File: src/rtl/copro_result_buffer.sv
// In-order result FIFO between the coprocessor ALU and the CV-X-IF result channel, with issue credit.
// Optional macro COPRO_RESULT_BYPASS_EN: zero-latency path from ALU to result outputs when empty.
module copro_result_buffer #(
  parameter int unsigned XLEN     = 32,
  parameter int unsigned DEPTH    = 4,
  parameter type         hartid_t = logic,
  parameter type         id_t     = logic
) (
  input  logic                       clk_i,
  input  logic                       rst_i,
  input  logic                       issue_valid_i,
  output logic                       issue_ready_o,
  input  logic                       alu_valid_i,
  input  logic [XLEN-1:0]            alu_result_i,
  input  hartid_t                    alu_hartid_i,
  input  id_t                        alu_id_i,
  input  logic [4:0]                 alu_rd_i,
  input  logic                       alu_we_i,
  output logic                       result_valid_o,
  input  logic                       result_ready_i,
  output logic [XLEN-1:0]            result_data_o,
  output hartid_t                    result_hartid_o,
  output id_t                        result_id_o,
  output logic [4:0]                 result_rd_o,
  output logic                       result_we_o,
  output logic [$clog2(DEPTH):0]     count_o,
  output logic                       overflow_o
);

  localparam int unsigned PW = $clog2(DEPTH);
  localparam int unsigned CW = PW + 1;

  typedef struct packed {
    logic [XLEN-1:0] data;
    hartid_t         hartid;
    id_t             id;
    logic [4:0]      rd;
    logic            we;
  } entry_t;

  entry_t        mem_q [DEPTH];
  logic [PW-1:0] wr_ptr_q, wr_ptr_d;
  logic [PW-1:0] rd_ptr_q, rd_ptr_d;
  logic [CW-1:0] count_q, count_d;
  logic          overflow_q, overflow_d;
  logic          inflight_q, inflight_d;

  entry_t        alu_entry;
  entry_t        out_entry;
  logic          empty, full, bypass, pop, pop_fifo, push_ok, write;
  logic [CW:0]   credit;

  assign alu_entry = '{data: alu_result_i, hartid: alu_hartid_i, id: alu_id_i,
                       rd: alu_rd_i, we: alu_we_i};
  assign empty = (count_q == '0);
  assign full  = (count_q == CW'(DEPTH));

`ifdef COPRO_RESULT_BYPASS_EN
  // Empty FIFO: present the ALU result directly in the same cycle.
  assign bypass         = empty & alu_valid_i;
  assign result_valid_o = ~empty | alu_valid_i;
  assign out_entry      = !empty ? mem_q[rd_ptr_q] : (alu_valid_i ? alu_entry : '0);
`else
  assign bypass         = 1'b0;
  assign result_valid_o = ~empty;
  assign out_entry      = empty ? '0 : mem_q[rd_ptr_q];
`endif

  assign result_data_o   = out_entry.data;
  assign result_hartid_o = out_entry.hartid;
  assign result_id_o     = out_entry.id;
  assign result_rd_o     = out_entry.rd;
  assign result_we_o     = out_entry.we;
  assign count_o         = count_q;
  assign overflow_o      = overflow_q;

  assign pop      = result_valid_o & result_ready_i;
  assign pop_fifo = pop & ~empty;
  assign push_ok  = alu_valid_i & (~full | pop_fifo);
  // A bypassed result consumed this cycle never touches storage.
  assign write    = push_ok & ~(bypass & pop);

  // Credit counts the result still inside the ALU, which cannot be stalled.
  assign credit        = {1'b0, count_q} + (CW+1)'(inflight_q);
  assign issue_ready_o = (credit < (CW+1)'(DEPTH));

  always_comb begin
    wr_ptr_d   = write    ? wr_ptr_q + PW'(1) : wr_ptr_q;
    rd_ptr_d   = pop_fifo ? rd_ptr_q + PW'(1) : rd_ptr_q;
    count_d    = count_q;
    if (write && !pop_fifo) begin
      count_d = count_q + CW'(1);
    end else if (!write && pop_fifo) begin
      count_d = count_q - CW'(1);
    end
    overflow_d = overflow_q | (alu_valid_i & ~push_ok);
    inflight_d = issue_valid_i & issue_ready_o;
  end

  always_ff @(posedge clk_i) begin
    if (rst_i) begin
      wr_ptr_q   <= '0;
      rd_ptr_q   <= '0;
      count_q    <= '0;
      overflow_q <= 1'b0;
      inflight_q <= 1'b0;
    end else begin
      wr_ptr_q   <= wr_ptr_d;
      rd_ptr_q   <= rd_ptr_d;
      count_q    <= count_d;
      overflow_q <= overflow_d;
      inflight_q <= inflight_d;
    end
  end

  always_ff @(posedge clk_i) begin
    if (write && !rst_i) begin
      mem_q[wr_ptr_q] <= alu_entry;
    end
  end

endmodule

File: config.mk
export PLATFORM = sky130hd
export DESIGN_NAME = copro_result_buffer
export DESIGN_NICKNAME = d
export VERILOG_FILES = /design/src/rtl/copro_result_buffer.sv
export SDC_FILE = /design/constraint.sdc
export NUM_CORES = 1
export LEC_CHECK = 0
export ABC_AREA = 1
export BUFFER_PORTS_ARGS = -buffer_cell sky130_fd_sc_hd__buf_2
export CAP_MARGIN = 10
export CORE_UTILIZATION = 55
export DETAILED_ROUTE_END_ITERATION = 16
export PLACE_DENSITY = 0.77
export SYNTH_ARGS = -nofsm -noshare
export SYNTH_HDL_FRONTEND = slang
export SYNTH_SLANG_ARGS = --single-unit
File: constraint.sdc
create_clock -name clk_i -period 4.25 [get_ports clk_i]
set_input_delay 0.85 -clock clk_i [delete_from_list [all_inputs] [get_ports clk_i]]
set_output_delay 0.85 -clock clk_i [all_outputs]
set_load 0.05 [all_outputs]
== After elaboration in Yosys (flattened, before gate mapping) ==
Memories as Yosys holds them, arrays and structs flattened. A register that Yosys moved wholly into a read port is not among the register bits.
Cells that the tools add are included.
Storage, ports and cells
  output and inout bits: 46
  memories kept: 1
  memory bits (writable): 160
  logic and storage cells: 38
  bits of input ports: 45
  flip-flop bits (word level): 9
Memory list
  mem_q: words 4, bits a word 40, rd ports 1, clocked after Yosys merged registers in 1, wr ports 1, RTL line 41  | entry_t mem_q [DEPTH];
Operators by class
  equal/unequal tests: 1
  bitwise logic cells: 10
  $lt $le $gt $ge: 1
  add/sub/neg operators: 5
  multiplexer cells: 7
  reduce and logical (&&, ||, !) cells: 8
Operators with widths (count)
  2-to-1 mux 40 bit: 1
  2-to-1 mux 3 bit: 2
  AND 1 bit: 5
  adder 2 x 1 -> 2 bit, second input constant: 2
  adder 3 x 1 -> 4 bit: 1
  less-than comparator 4 x 3 -> 1 bit, second input constant: 1
  2-to-1 mux 2 bit: 2
  adder 3 x 1 -> 3 bit, second input constant: 1
  equality test 3 bit, second input constant: 1
  logical AND 1 bit: 3
  zero test 1 bit: 3
  zero test 3 bit: 1
  inverter 1 bit: 3
  subtractor 3 x 1 -> 3 bit, second input constant: 1
  2-to-1 mux 1 bit: 2
  bitwise OR 1 bit: 2
  nonzero test 2 bit: 1

== Depth between registers and ports, before layout ==
Gate-level depths: netlist (run 1).
  word-level depth: 10
  depth in mapped cells: 12

== Worst setup path after synthesis (run 1) ==
OpenSTA, ideal clock, no wires.
  path type: register to register
  start: register count_q[0] (netlist: count_o[0])
  end: memory mem_q[0][0] in the netlist's numbering, enable pin
  stages on the path, launching flop included: 5
  clock period less this slack: 3.331 ns
  path buffers: 0
  data required time: 3.813 ns
  data arrival time: 2.894 ns
  setup time: 0.437 ns
  setup slack: 0.919 ns
  cells stage by stage: dfxtp_1 -> nor2_1 -> nand3_1 -> nand3_1 -> nor2_1
Between the ends
  word-level cells in the longest chain between the ends: 9
  elaborated cells between the ends (all ways): 11
  those cells by class: eq/ne (1); mux (2); bitwise (6); reduce/logical (2)
Ends and longest elaborated chain
  start, declared: RTL line 44  | logic [CW-1:0] count_q, count_d;
  start signal, assigned: RTL line 110  | count_q <= count_d;
  zero test 3 bit: RTL line 55  | assign empty = (count_q == '0);
  inverter 1 bit: RTL line 65, 78
  AND 1 bit: RTL line 77  | assign pop = result_valid_o & result_ready_i;
  AND 1 bit: RTL line 78  | assign pop_fifo = pop & ~empty;
  bitwise OR 1 bit *: RTL line 79  | assign push_ok = alu_valid_i & (~full | pop_fifo);
  AND 1 bit *: RTL line 79
  logical AND 1 bit *: RTL line 117  | if (write && !rst_i) begin
  2-to-1 mux 1 bit *: RTL line 117
  2-to-1 mux 1 bit (implied by the code) *: RTL line 118  | mem_q[wr_ptr_q] <= alu_entry;
  end, declared: RTL line 41
Mark *: on every way between the ends. The rest lies on a longest branch, timed or not.

== Final worst setup path (run 1) ==
  start: register count_q[0] (netlist: count_o[0])
  end: output port result_data_o[11]
Between the ends
  word-level cells in the longest chain between the ends: 2
Ends and longest elaborated chain
  zero test 3 bit: RTL line 55
  2-to-1 mux 40 bit: RTL line 66  | assign out_entry = empty ? '0 : mem_q[rd_ptr_q];
  end, declared: RTL line 21  | output logic [XLEN-1:0] result_data_o,
Every way passes these cells.

==> out/results.tsv, run 1 <==
stage	metric	value	unit
yosys	synthesized area per cell	12.5	um2
placed_design	Cells after DPL	789	
yosys	post-synthesis sequential area ratio	72.8	%
yosys	Synth Area in Compound Gates	9.21	%
global_route	total gr overflow	0	
critical_path	worst-path fanout max	25	
power	Clock Power Share	25.8	%
critical_path	critical path endpoint	result_data_o[11]	
drt	DR pass1 iterations	5	
worst_hold_path	HP Class	register to register	
critical_path	Critical Path AT	2.76	ns
yosys	Simple-Gate Fraction of Synth Area	11.0	%
drt	routed vias	4458	
sta	RSZ-0062 raised after global routing	no	
final_layout	storage element area	0.00503	mm2
critical_path	CP Launch Point	count_o[0]$_SDFFE_PP0P_	
yosys	Yosys top cell by area	edfxtp_1	
cts	clock sinks	171	
placed_design	post-DP HPWL	7.93	mm
final_layout	Filler cells	914	
critical_path	R2R cell count	5	
yosys	Synth async-reset ratio	0	%
cts	H-tree levels	4	
floorplanning	Die ar.	0.0130	mm2
critical_path	Buf/Inv on CP	3	
yosys	Synth top area share	69.6	%
drt	DR WL/cell	17.0	um
power	combinational fraction of design power	36.8	%
critical_path	CP peak stage delay	0.71	ns
floorplanning	Starting Density	57.0	%
cts	Worst-path clk slew	0.06	ns
cts	clock latency on the worst-skew pair	0.42	ns
power	internal power	3.16	mW
drt	Routed Antenna Nets	0	
floorplanning	core box area	0.0121	mm2
global_route	largest net degree at the start of global routing	81	
floorplanning	Die W	114	um
cts	setup repair bufs after CTS	0	
critical_path	critical-path cell list	nor2_1 -> nand2_2 -> clkinv_1 -> buf_4 -> a21oi_1 -> buf_2	
yosys	commonest cells in the netlist	173 x nor2_1, 160 x edfxtp_1, 67 x o21ai_1	
sta	period utilization	84.9	%
placed_design	GPL Wtd Cong	0.778	
yosys	Syn. warnings	0	
final_layout	Non-Filler Instances	822	
power	power share of the sequential group	37.4	%
cts	# resized after CTS	0	
sta	Final Hold Fails	0	
global_route	antenna violations before repair	1	
yosys	synthesized net count	604	
yosys	Distinct cells, synth	24	
final_layout	Area Growth Syn to Fin	14.2	%
drt	Final Routed Wirelength	14.0	mm
power	Leak	2.89	nW
global_route	first-pass GRT wire length	21.5	mm
power	Worst VDD drop	0.000530	V
sta	relative slew slack	39.1	%
sta	Worst-Margin Slew	0.907	ns
power	switching part of the total	41.6	%
floorplanning	Placement Rows	40	
critical_path	worst reg2reg startpoint	count_o[0]$_SDFFE_PP0P_	
placed_design	PortBufs	90	
critical_path	reg2reg setup slack	1.80	ns
placed_design	pre-CTS setup slack	1.12	ns
critical_path	Setup Crit Path Kind	register to primary output	
sta	post-route minimum period	3.61	ns
final_layout	area of the multi-input gates	0.00152	mm2
yosys	Post-synth EDFFs	160	
yosys	most common cell in the synthesized netlist	nor2_1	
yosys	largest family of logic cells by synthesized area	simple AND/OR/NAND/NOR gates	
floorplanning	Die H	114	um
final_layout	share of layout cells above drive strength 1	20.7	%
global_route	vias in the first global route	4231	
critical_path	Worst setup SP type	register	
power	pwr/cell area	686	mW/mm2
yosys	synthesized flop and latch total	171	
floorplanning	io pins	91	
drt	drt via density	5.42	
drt	number of remaining DRC errors	0	
outcome	status	completed	
sta	Fin Setup TNS	0	ns
critical_path	CP endpoint kind	primary output	
cts	CTS tree	built	
yosys	XOR/XNOR share of the synthesized area	0.127	%
cts	clk buf depth	2	
sta	Pins Over Slew Limit	0	
critical_path	CP top delay family	buffers and inverters	
sta	Setup WS post-layout	0.643	ns
yosys	ranking of synthesized cells by area	edfxtp_1 70%, nor2_1 9.4%, o21ai_1 4.9%	
power	Power, Total	5.41	mW
power	Switch Pwr	2.25	mW
critical_path	Critical R2R Capture	mem_q[2][14]$_DFFE_PP_	
cts	TritonCTS Buffers	17	
sta	maximum clock rate	277	MHz
yosys	multiplexer area fraction after synthesis	0	%
yosys	Syn Std Cell Area	0.00690	mm2
critical_path	critical path required time	3.40	ns
critical_path	cell count along the critical path	6	
yosys	dominant synthesized flop cell	edfxtp_1	
critical_path	Slowest-stage cell, CP	clkinv_1	
cts	Root Buffer	clkbuf_16	
sta	Max Clock Skew	0.00594	ns
cts	cts hold-fix bufs	0	
final_layout	Final nets	691	
global_route	gr usage total	22.6	%
yosys	Post-Synthesis Cells	553	
sta	final setup vio count	0	
flow_run	max cap viols	0	
drt	drt first-iter violations	481	
yosys	Adder-Cell Fraction of Synth Area	1.20	%
==> tightest hold or removal path, cell delays in order (launching register included) <==
cell	delay [ns]
dfxtp_1	0.30
inv_1	0.04
a21oi_1	0.06
==> state kept, by name (all words and copies together), names as in the netlist, named ones only <==
name        cells
count_o         3
overflow_o      1
mem_q         160
inflight_q      1
wr_ptr_q        2
rd_ptr_q        2
==> routing by layer <==
layer / up-vias / GRT usage, % / routed length (um)
li1: 2111 / - / -
met1: 2142 / 28.3 / 5580
met2: 193 / 37.8 / 7150
met3: 12 / 6.48 / 1100
met4: 0 / 7.71 / 157
met5: - / 0 / 0
==> logic make-up after synthesis <==
| family | count (synthesis) |
|---|---|
| fa+ha+maj | 6 |
| flops | 171 |
| simple gates | 198 |
| xor+xnor | 1 |
| buf+inv | 50 |
| compound gates | 127 |
==> power groups by stage <==
stage / registers (mW) / logic, mW / clock network [mW]
2_1_floorplan: 2.05 / 1.65 / 0
3_3_place_gp: 2.05 / 1.95 / 0
3_5_place_dp: 2.06 / 1.98 / 0
4_1_cts: 2.02 / 1.99 / 1.42
5_1_grt: 2.03 / 2.11 / 1.48
6_report: 2.02 / 1.99 / 1.40
==> metrics by stage <==
stage / area, um2 / utilization (%) / hold slack (ns)
4_1_cts: 7880 / 65.1 / 0.457
2_1_floorplan: 6900 / - / 0.459
5_1_grt: 7880 / 65.1 / 0.486
3_5_place_dp: 7350 / 60.7 / 0.448
6_report: 7880 / 65.1 / 0.458
3_3_place_gp: 7350 / 60.7 / 0.435
==> layout make-up <==
type | count | share of cell area (%)
sequential | 171 | 63.8
multi-input combinational | 332 | 19.3
clock buffer | 17 | 5.40
timing repair buffer | 98 | 6.48
antenna | 1 | 0.0317
inverter | 20 | 1.02
tap | 168 | 2.67
clock inverter | 15 | 1.38
==> how the worst min path moves through the flow <==
| stage | start | cells after the start | slack [ns] | to |
|---|---|---|---|---|
| detailed placement | overflow_o$_SDFF_PP0_ | 2 | 0.45 | overflow_o$_SDFF_PP0_ |
| CTS | overflow_o$_SDFF_PP0_ | 2 | 0.46 | overflow_o$_SDFF_PP0_ |
| global route | overflow_o$_SDFF_PP0_ | 2 | 0.49 | overflow_o$_SDFF_PP0_ |
| finish | overflow_o$_SDFF_PP0_ | 2 | 0.46 | overflow_o$_SDFF_PP0_ |
| global placement | overflow_o$_SDFF_PP0_ | 2 | 0.44 | overflow_o$_SDFF_PP0_ |
| floorplan | rd_ptr_q[1]$_SDFFE_PP0P_ | 2 | 0.46 | register |
==> cell usage in the layout (no fill, tap or decap), drive strengths merged, types with 4 or more instances in the layout <==
cell type / instances
nor2: 173
edfxtp: 160
buf: 98
nand3: 8
clkinvlp: 4
inv: 19
dfxtp: 11
nand2: 15
clkbuf: 17
o21ai: 81
a21oi: 46
clkinv: 11
ha: 5
Power figures use the tool's default switching activity.
==> inputs of run 2 (changes only) <==
--- a/config.mk
+++ b/config.mk
@@ -5,12 +5,12 @@
 export SDC_FILE = /design/constraint.sdc
 export NUM_CORES = 1
 export LEC_CHECK = 0
-export ABC_AREA = 1
+export ABC_AREA = 0
 export BUFFER_PORTS_ARGS = -buffer_cell sky130_fd_sc_hd__buf_2
 export CAP_MARGIN = 10
-export CORE_UTILIZATION = 55
+export CORE_UTILIZATION = 51
 export DETAILED_ROUTE_END_ITERATION = 16
-export PLACE_DENSITY = 0.77
+export PLACE_DENSITY = 0.75
 export SYNTH_ARGS = -nofsm -noshare
 export SYNTH_HDL_FRONTEND = slang
 export SYNTH_SLANG_ARGS = --single-unit
==> constraint.sdc (replaced) <==
create_clock -name clk_i -period 3.1 [get_ports clk_i]
set_input_delay 0.62 -clock clk_i [delete_from_list [all_inputs] [get_ports clk_i]]
set_output_delay 0.62 -clock clk_i [all_outputs]
set_load 0.05 [all_outputs]
==> out/results.tsv, run 2 <==
stage	metric	value	unit	change
outcome	status	completed		
flow_run	max cap viols	0		unchanged
yosys	Synth async-reset ratio	0	%	unchanged
floorplanning	io pins	91		unchanged
cts	clock latency on the worst-skew pair	0.41	ns	about the same
drt	number of remaining DRC errors	0		unchanged
yosys	Yosys top cell by area	edfxtp_1		
power	Worst VDD drop	0.000679	V	+28%
final_layout	max reg flops	160		unchanged
drt	DR pass1 iterations	4		-1
yosys	Post-synth EDFFs	160		unchanged
worst_hold_path	HP Class	primary input to register		
cts	H-tree levels	4		unchanged
final_layout	Biggest register	mem_q		
global_route	gr usage total	18.5	%	-4.1 points
yosys	Distinct cells, synth	28		+17%
critical_path	critical path required time	2.48	ns	-0.92 ns
final_layout	share of layout cells above drive strength 1	42.4	%	+22 points
final_layout	most frequent cells in the layout	160 x edfxtp_1, 90 x buf_2, 40 x mux4_2, 40 x nor2b_1, 17 x clkbuf_16		
cts	TritonCTS Buffers	17		unchanged
critical_path	Worst setup SP type	register		
global_route	largest net degree at the start of global routing	41		-49%
cts	clock sinks	171		unchanged
cts	CTS tree	built		
cts	setup repair bufs after CTS	0		unchanged
cts	clk buf depth	2		unchanged
sta	final setup vio count	0		unchanged
critical_path	Critical Path AT	2.06	ns	-0.70 ns
final_layout	most common cell after layout, fill and taps aside	edfxtp_1		
final_layout	Final Util	63.2	%	-1.8 points
yosys	Synth top area share	72.9	%	+3.3 points
yosys	synthesized net count	360		-40%
sta	Final Hold Fails	0		unchanged
final_layout	Final nets	466		-33%
placed_design	PortBufs	90		unchanged
floorplanning	Die ar.	0.0134	mm2	+3.0%
placed_design	GPL Wtd Cong	0.739		-5.1%
drt	drt via density	5.37		-0.98%
final_layout	Area Growth Syn to Fin	21.0	%	
sta	Worst-Margin Slew	0.599	ns	-0.308 ns
critical_path	CP endpoint kind	primary output		
yosys	Syn Std Cell Area	0.00660	mm2	-4.5%
sta	post-route minimum period	2.68	ns	
yosys	post-synthesis sequential area ratio	76.2	%	+3.4 points
sta	Pins Over Slew Limit	0		unchanged
global_route	vias in the first global route	3318		-22%
drt	Routed Antenna Nets	0		unchanged
drt	Final Routed Wirelength	11.4	mm	-18%
yosys	dominant synthesized flop cell	edfxtp_1		
sta	Max Clock Skew	0.00721	ns	+0.00127 ns
yosys	synthesized flop and latch total	171		unchanged
sta	RSZ-0062 raised after global routing	no		
critical_path	Setup Crit Path Kind	register to primary output		
global_route	first-pass GRT wire length	17.3	mm	-19%
global_route	antenna violations before repair	2		+1
placed_design	post-DP HPWL	7.12	mm	-10%
sta	maximum clock rate	373	MHz	
worst_hold_path	hold depth	1		-1
yosys	commonest cells in the netlist	160 x edfxtp_1, 40 x mux4_2, 40 x nor2b_1		
floorplanning	Die H	116	um	+1.5%
yosys	Syn. warnings	0		unchanged
cts	# resized after CTS	0		unchanged
drt	routed vias	3222		-28%
floorplanning	Die W	116	um	+1.5%
critical_path	R2R cell count	9		+4
cts	Worst-path clk slew	0.06	ns	about the same
cts	cts hold-fix bufs	0		unchanged
sta	period utilization	86.4	%	
sta	WHS	0.419	ns	-0.0384 ns
yosys	synthesized area per cell	21.3	um2	+71%
global_route	total gr overflow	0		unchanged
yosys	most common cell in the synthesized netlist	edfxtp_1		
cts	Root Buffer	clkbuf_16		
power	Leak	2.78	nW	-3.7%
critical_path	worst-path fanout max	16		-36%
drt	drt first-iter violations	211		-56%
drt	DR WL/cell	19.0	um	+12%
yosys	Post-Synthesis Cells	309		-44%
floorplanning	Starting Density	52.3	%	-4.7 points
sta	relative slew slack	59.9	%	+21 points
power	pwr/cell area	983	mW/mm2	+43%
yosys	ranking of synthesized cells by area	edfxtp_1 73%, mux4_2 14%, nor2b_1 3.8%		
floorplanning	core box area	0.0126	mm2	+4.2%
floorplanning	Placement Rows	41		+2.5%
-- run 2: cell types whose count changed in the layout (fill, tap and decap cells not counted), sizes merged, moves of 4 or more --
cell    delta
nor2b     +40
o21ai     -79
mux4      +40
nand2     -14
nor2     -166
a21oi     -43
nor3b      +4
bufinv     +4
inv       -14
nand3      -8
-- run 2: logic make-up (layout without fill, tap and decap cells) --
kind of cell | count (synthesis) | count (layout) | synth area share, %
AOI/OAI and AO/OA | 7 | 7 | 0.588
xor gates and xnor gates | 3 | 3 | 0.398
adders and majority gates | 6 | 6 | 1.25
buffers and inverters | 19 | 137 | 1.61
DFF | 171 | 171 | 76.2
muxes | 43 | 43 | 14.2
other | 0 | 1 | 0
and+or+nand+nor | 60 | 60 | 5.77
-- run 2: routing by layer --
metal  vias to the layer above  global-route usage (%)  wire length (um)
met4                         0                    6.75               144
li1                       1454                       -                 -
met2                        91                    30.3              5780
met5                         -                       0                 0
met1                      1665                    23.0              4870
met3                        12                    6.43               634
-- run 2: critical path, stage by stage, from the launching register on --
cell and delay (ns):
dfxtp_1 0.41, nor3_4 0.56, buf_4 0.35, nor2b_1 0.10, buf_2 0.22
-- run 2: stage by stage --
step | area [um2] | setup TNS [ns] | worst slack [ns] | cells | power [mW]
6_report | 7980 | 0 | 0.421 | 600 | 7.84
5_1_grt | 7980 | 0 | 0.272 | 599 | 8.14
4_1_cts | 7980 | 0 | 0.347 | 599 | 7.92
3_5_place_dp | 7350 | 0 | 0.562 | 568 | 5.70
3_3_place_gp | 7350 | 0 | 0.620 | 568 | 5.67
2_1_floorplan | 6620 | -25.84 | -0.167 | 309 | 5.03
-- run 2: cell type report --
type,instances,area (um2)
clock inverter,14,203
tap,172,215
fill,883,4640
inverter,5,18.8
multi-input combinational,119,1520
timing repair buffer,101,571
antenna,1,2.50
clock buffer,17,425
sequential,171,5030
-- run 2: power by group --
part | switching, mW | internal, mW
clock | 0.814 | 1.42
combinational | 1.99 | 0.858
sequential | 0.0960 | 2.67
total | 2.90 | 4.94
-- run 2: final timing paths --
check / start / end / slack (ns)
max: count_o[1]$_SDFFE_PP0P_ / result_data_o[9] / 0.42
min: alu_result_i[1] / mem_q[1][9]$_DFFE_PP_ / 0.42
max reg2reg: count_o[0]$_SDFFE_PP0P_ / count_o[2]$_SDFFE_PP0P_ / 0.70
min reg2reg: overflow_o$_SDFF_PP0_ / overflow_o$_SDFF_PP0_ / 0.47
==> inputs of run 3 (changes only) <==
--- a/config.mk
+++ b/config.mk
@@ -7,10 +7,12 @@
 export LEC_CHECK = 0
 export ABC_AREA = 0
 export BUFFER_PORTS_ARGS = -buffer_cell sky130_fd_sc_hd__buf_2
-export CAP_MARGIN = 10
+export CAP_MARGIN = 40
+export CORE_ASPECT_RATIO = 0.7
 export CORE_UTILIZATION = 51
 export DETAILED_ROUTE_END_ITERATION = 16
 export PLACE_DENSITY = 0.75
+export SKIP_CTS_REPAIR_TIMING = 1
 export SYNTH_ARGS = -nofsm -noshare
 export SYNTH_HDL_FRONTEND = slang
 export SYNTH_SLANG_ARGS = --single-unit
==> out/results.tsv, run 3 (synthesized netlist as in run 2, its figures left out) <==
stage	metric	value	unit	change
worst_hold_path	HP Class	primary input to register		
critical_path	worst-path fanout max	21		+5
final_layout	most common cell after layout, fill and taps aside	edfxtp_1		
global_route	antenna violations before repair	0		-2
final_layout	Final nets	462		-0.86%
sta	RSZ-0062 raised after global routing	no		
floorplanning	Die H	97.1	um	-16%
floorplanning	Starting Density	52.7	%	+0.47 points
final_layout	ant diodes	0		-1
drt	routed vias	3193		-0.90%
sta	Fin Setup TNS	0	ns	unchanged
floorplanning	io pins	91		unchanged
sta	Pins Over Slew Limit	0		unchanged
power	pwr/cell area	970	mW/mm2	-1.4%
sta	period utilization	88.3	%	+1.9 points
cts	clock latency on the worst-skew pair	0.42	ns	about the same
final_layout	final instance area	0.00787	mm2	-1.4%
final_layout	share of layout cells above drive strength 1	42.2	%	-0.17 points
sta	post-route minimum period	2.74	ns	+0.0583 ns
cts	H-tree levels	4		unchanged
global_route	largest net degree at the start of global routing	44		+7.3%
power	Worst VDD drop	0.000684	V	+0.60%
sta	Final Hold Fails	0		unchanged
sta	Worst-Margin Slew	0.641	ns	+0.0413 ns
placed_design	Placed Area	0.00729	mm2	-0.75%
critical_path	Critical Path AT	2.12	ns	+0.06 ns
drt	Final Routed Wirelength	11.2	mm	-1.8%
global_route	gr usage total	18.4	%	-0.11 points
sta	relative slew slack	57.3	%	-2.6 points
sta	final setup vio count	0		unchanged
drt	drt first-iter violations	190		-10%
final_layout	Final Util	62.9	%	-0.30 points
global_route	first-pass GRT wire length	17.3	mm	-0.12%
final_layout	Biggest register	mem_q		
drt	drt via density	5.45		+1.5%
cts	clk buf depth	2		unchanged
final_layout	Area Growth Syn to Fin	19.4	%	
critical_path	Worst setup SP type	register		
final_layout	most frequent cells in the layout	160 x edfxtp_1, 90 x buf_2, 40 x mux4_2, 40 x nor2b_1, 17 x clkbuf_16		
floorplanning	Die ar.	0.0134	mm2	about the same
placed_design	post-DP HPWL	6.46	mm	-9.3%
power	Leak	2.73	nW	-1.8%
drt	DR WL/cell	19.2	um	+0.57%
cts	TritonCTS Buffers	17		unchanged
critical_path	Setup Crit Path Kind	register to primary output		
flow_run	max cap viols	0		unchanged
outcome	status	completed		
global_route	total gr overflow	0		unchanged
critical_path	critical path required time	2.48	ns	about the same
cts	CTS tree	built		
sta	maximum clock rate	365	MHz	-2.1%
placed_design	PortBufs	90		unchanged
floorplanning	Die W	138	um	+19%
sta	Max Clock Skew	0.00793	ns	+0.000716 ns
final_layout	max reg flops	160		unchanged
floorplanning	core box area	0.0125	mm2	-0.89%
drt	DR pass1 iterations	4		unchanged
global_route	vias in the first global route	3297		-0.63%
drt	number of remaining DRC errors	0		unchanged
critical_path	CP endpoint kind	primary output		
cts	Worst-path clk slew	0.07	ns	about the same
placed_design	GPL Wtd Cong	0.733		-0.79%
cts	clock sinks	171		unchanged
floorplanning	Placement Rows	34		-17%
drt	Routed Antenna Nets	0		unchanged
cts	Root Buffer	clkbuf_16		
==> run 3: cell count changes in the layout (fill, tap and decap cells not counted) <==
cell        previous run  this run
buf_4                  8         5
clkinvlp_4             1         2
clkinv_4               2         4
diode_2                1         0
clkbuf_1               0         1
clkinv_1               2         0
inv_6                  0         2
bufinv_16              5         2
buf_12                 3         2
==> run 3: worst paths after layout <==
kind                                              start                      end  slack (ns)  cells past startpoint
worst min-delay path                    alu_result_i[9]   mem_q[2][17]$_DFFE_PP_        0.41                      1
worst max register to register  count_o[0]$_SDFFE_PP0P_  count_o[2]$_SDFFE_PP0P_        0.74                      9
worst min register to register    overflow_o$_SDFF_PP0_    overflow_o$_SDFF_PP0_        0.48                      2
worst max-delay path                           register           result_rd_o[1]        0.36                      4
==> run 3: critical path, cell delays in order, from the launching register on <==
cell	delay, ns
dfxtp_2	0.68
buf_12	0.25
mux4_2	0.21
nor2b_1	0.25
buf_2	0.31
==> run 3: layout make-up <==
cell class / instances / area [um2]
clock inverter: 14 / 148
tap: 162 / 203
fill: 878 / 4640
timing repair buffer: 97 / 528
multi-input combinational: 119 / 1520
inverter: 5 / 18.8
clock buffer: 18 / 429
sequential: 171 / 5030
==> run 3: per-layer routing <==
metal	vias up	track usage (%)	part of all wire, %
li1	1439	-	-
met1	1637	23.5	43
met2	107	29.6	49
met3	10	6.10	6.9
met4	0	5.77	1.1
met5	-	0	0
==> run 3: power by group <==
| part | internal [mW] | switching, mW | leakage (nW) |
|---|---|---|---|
| sequential | 2.67 | 0.0963 | 1.54 |
| clock | 1.19 | 0.848 | 0.280 |
| combinational | 0.832 | 2.00 | 0.905 |
==> run 3: metrics by stage <==
stage                     cells  setup slack, ns  hold WS [ns]  total power [mW]
after floorplan             309           -0.167         0.459              5.03
after global placement      554            0.649         0.455              5.64
after detailed placement    554            0.589         0.463              5.68
after CTS                   586            0.323         0.401              7.72
after global routing        586            0.239         0.399              7.97
final                       586            0.363         0.414              7.63
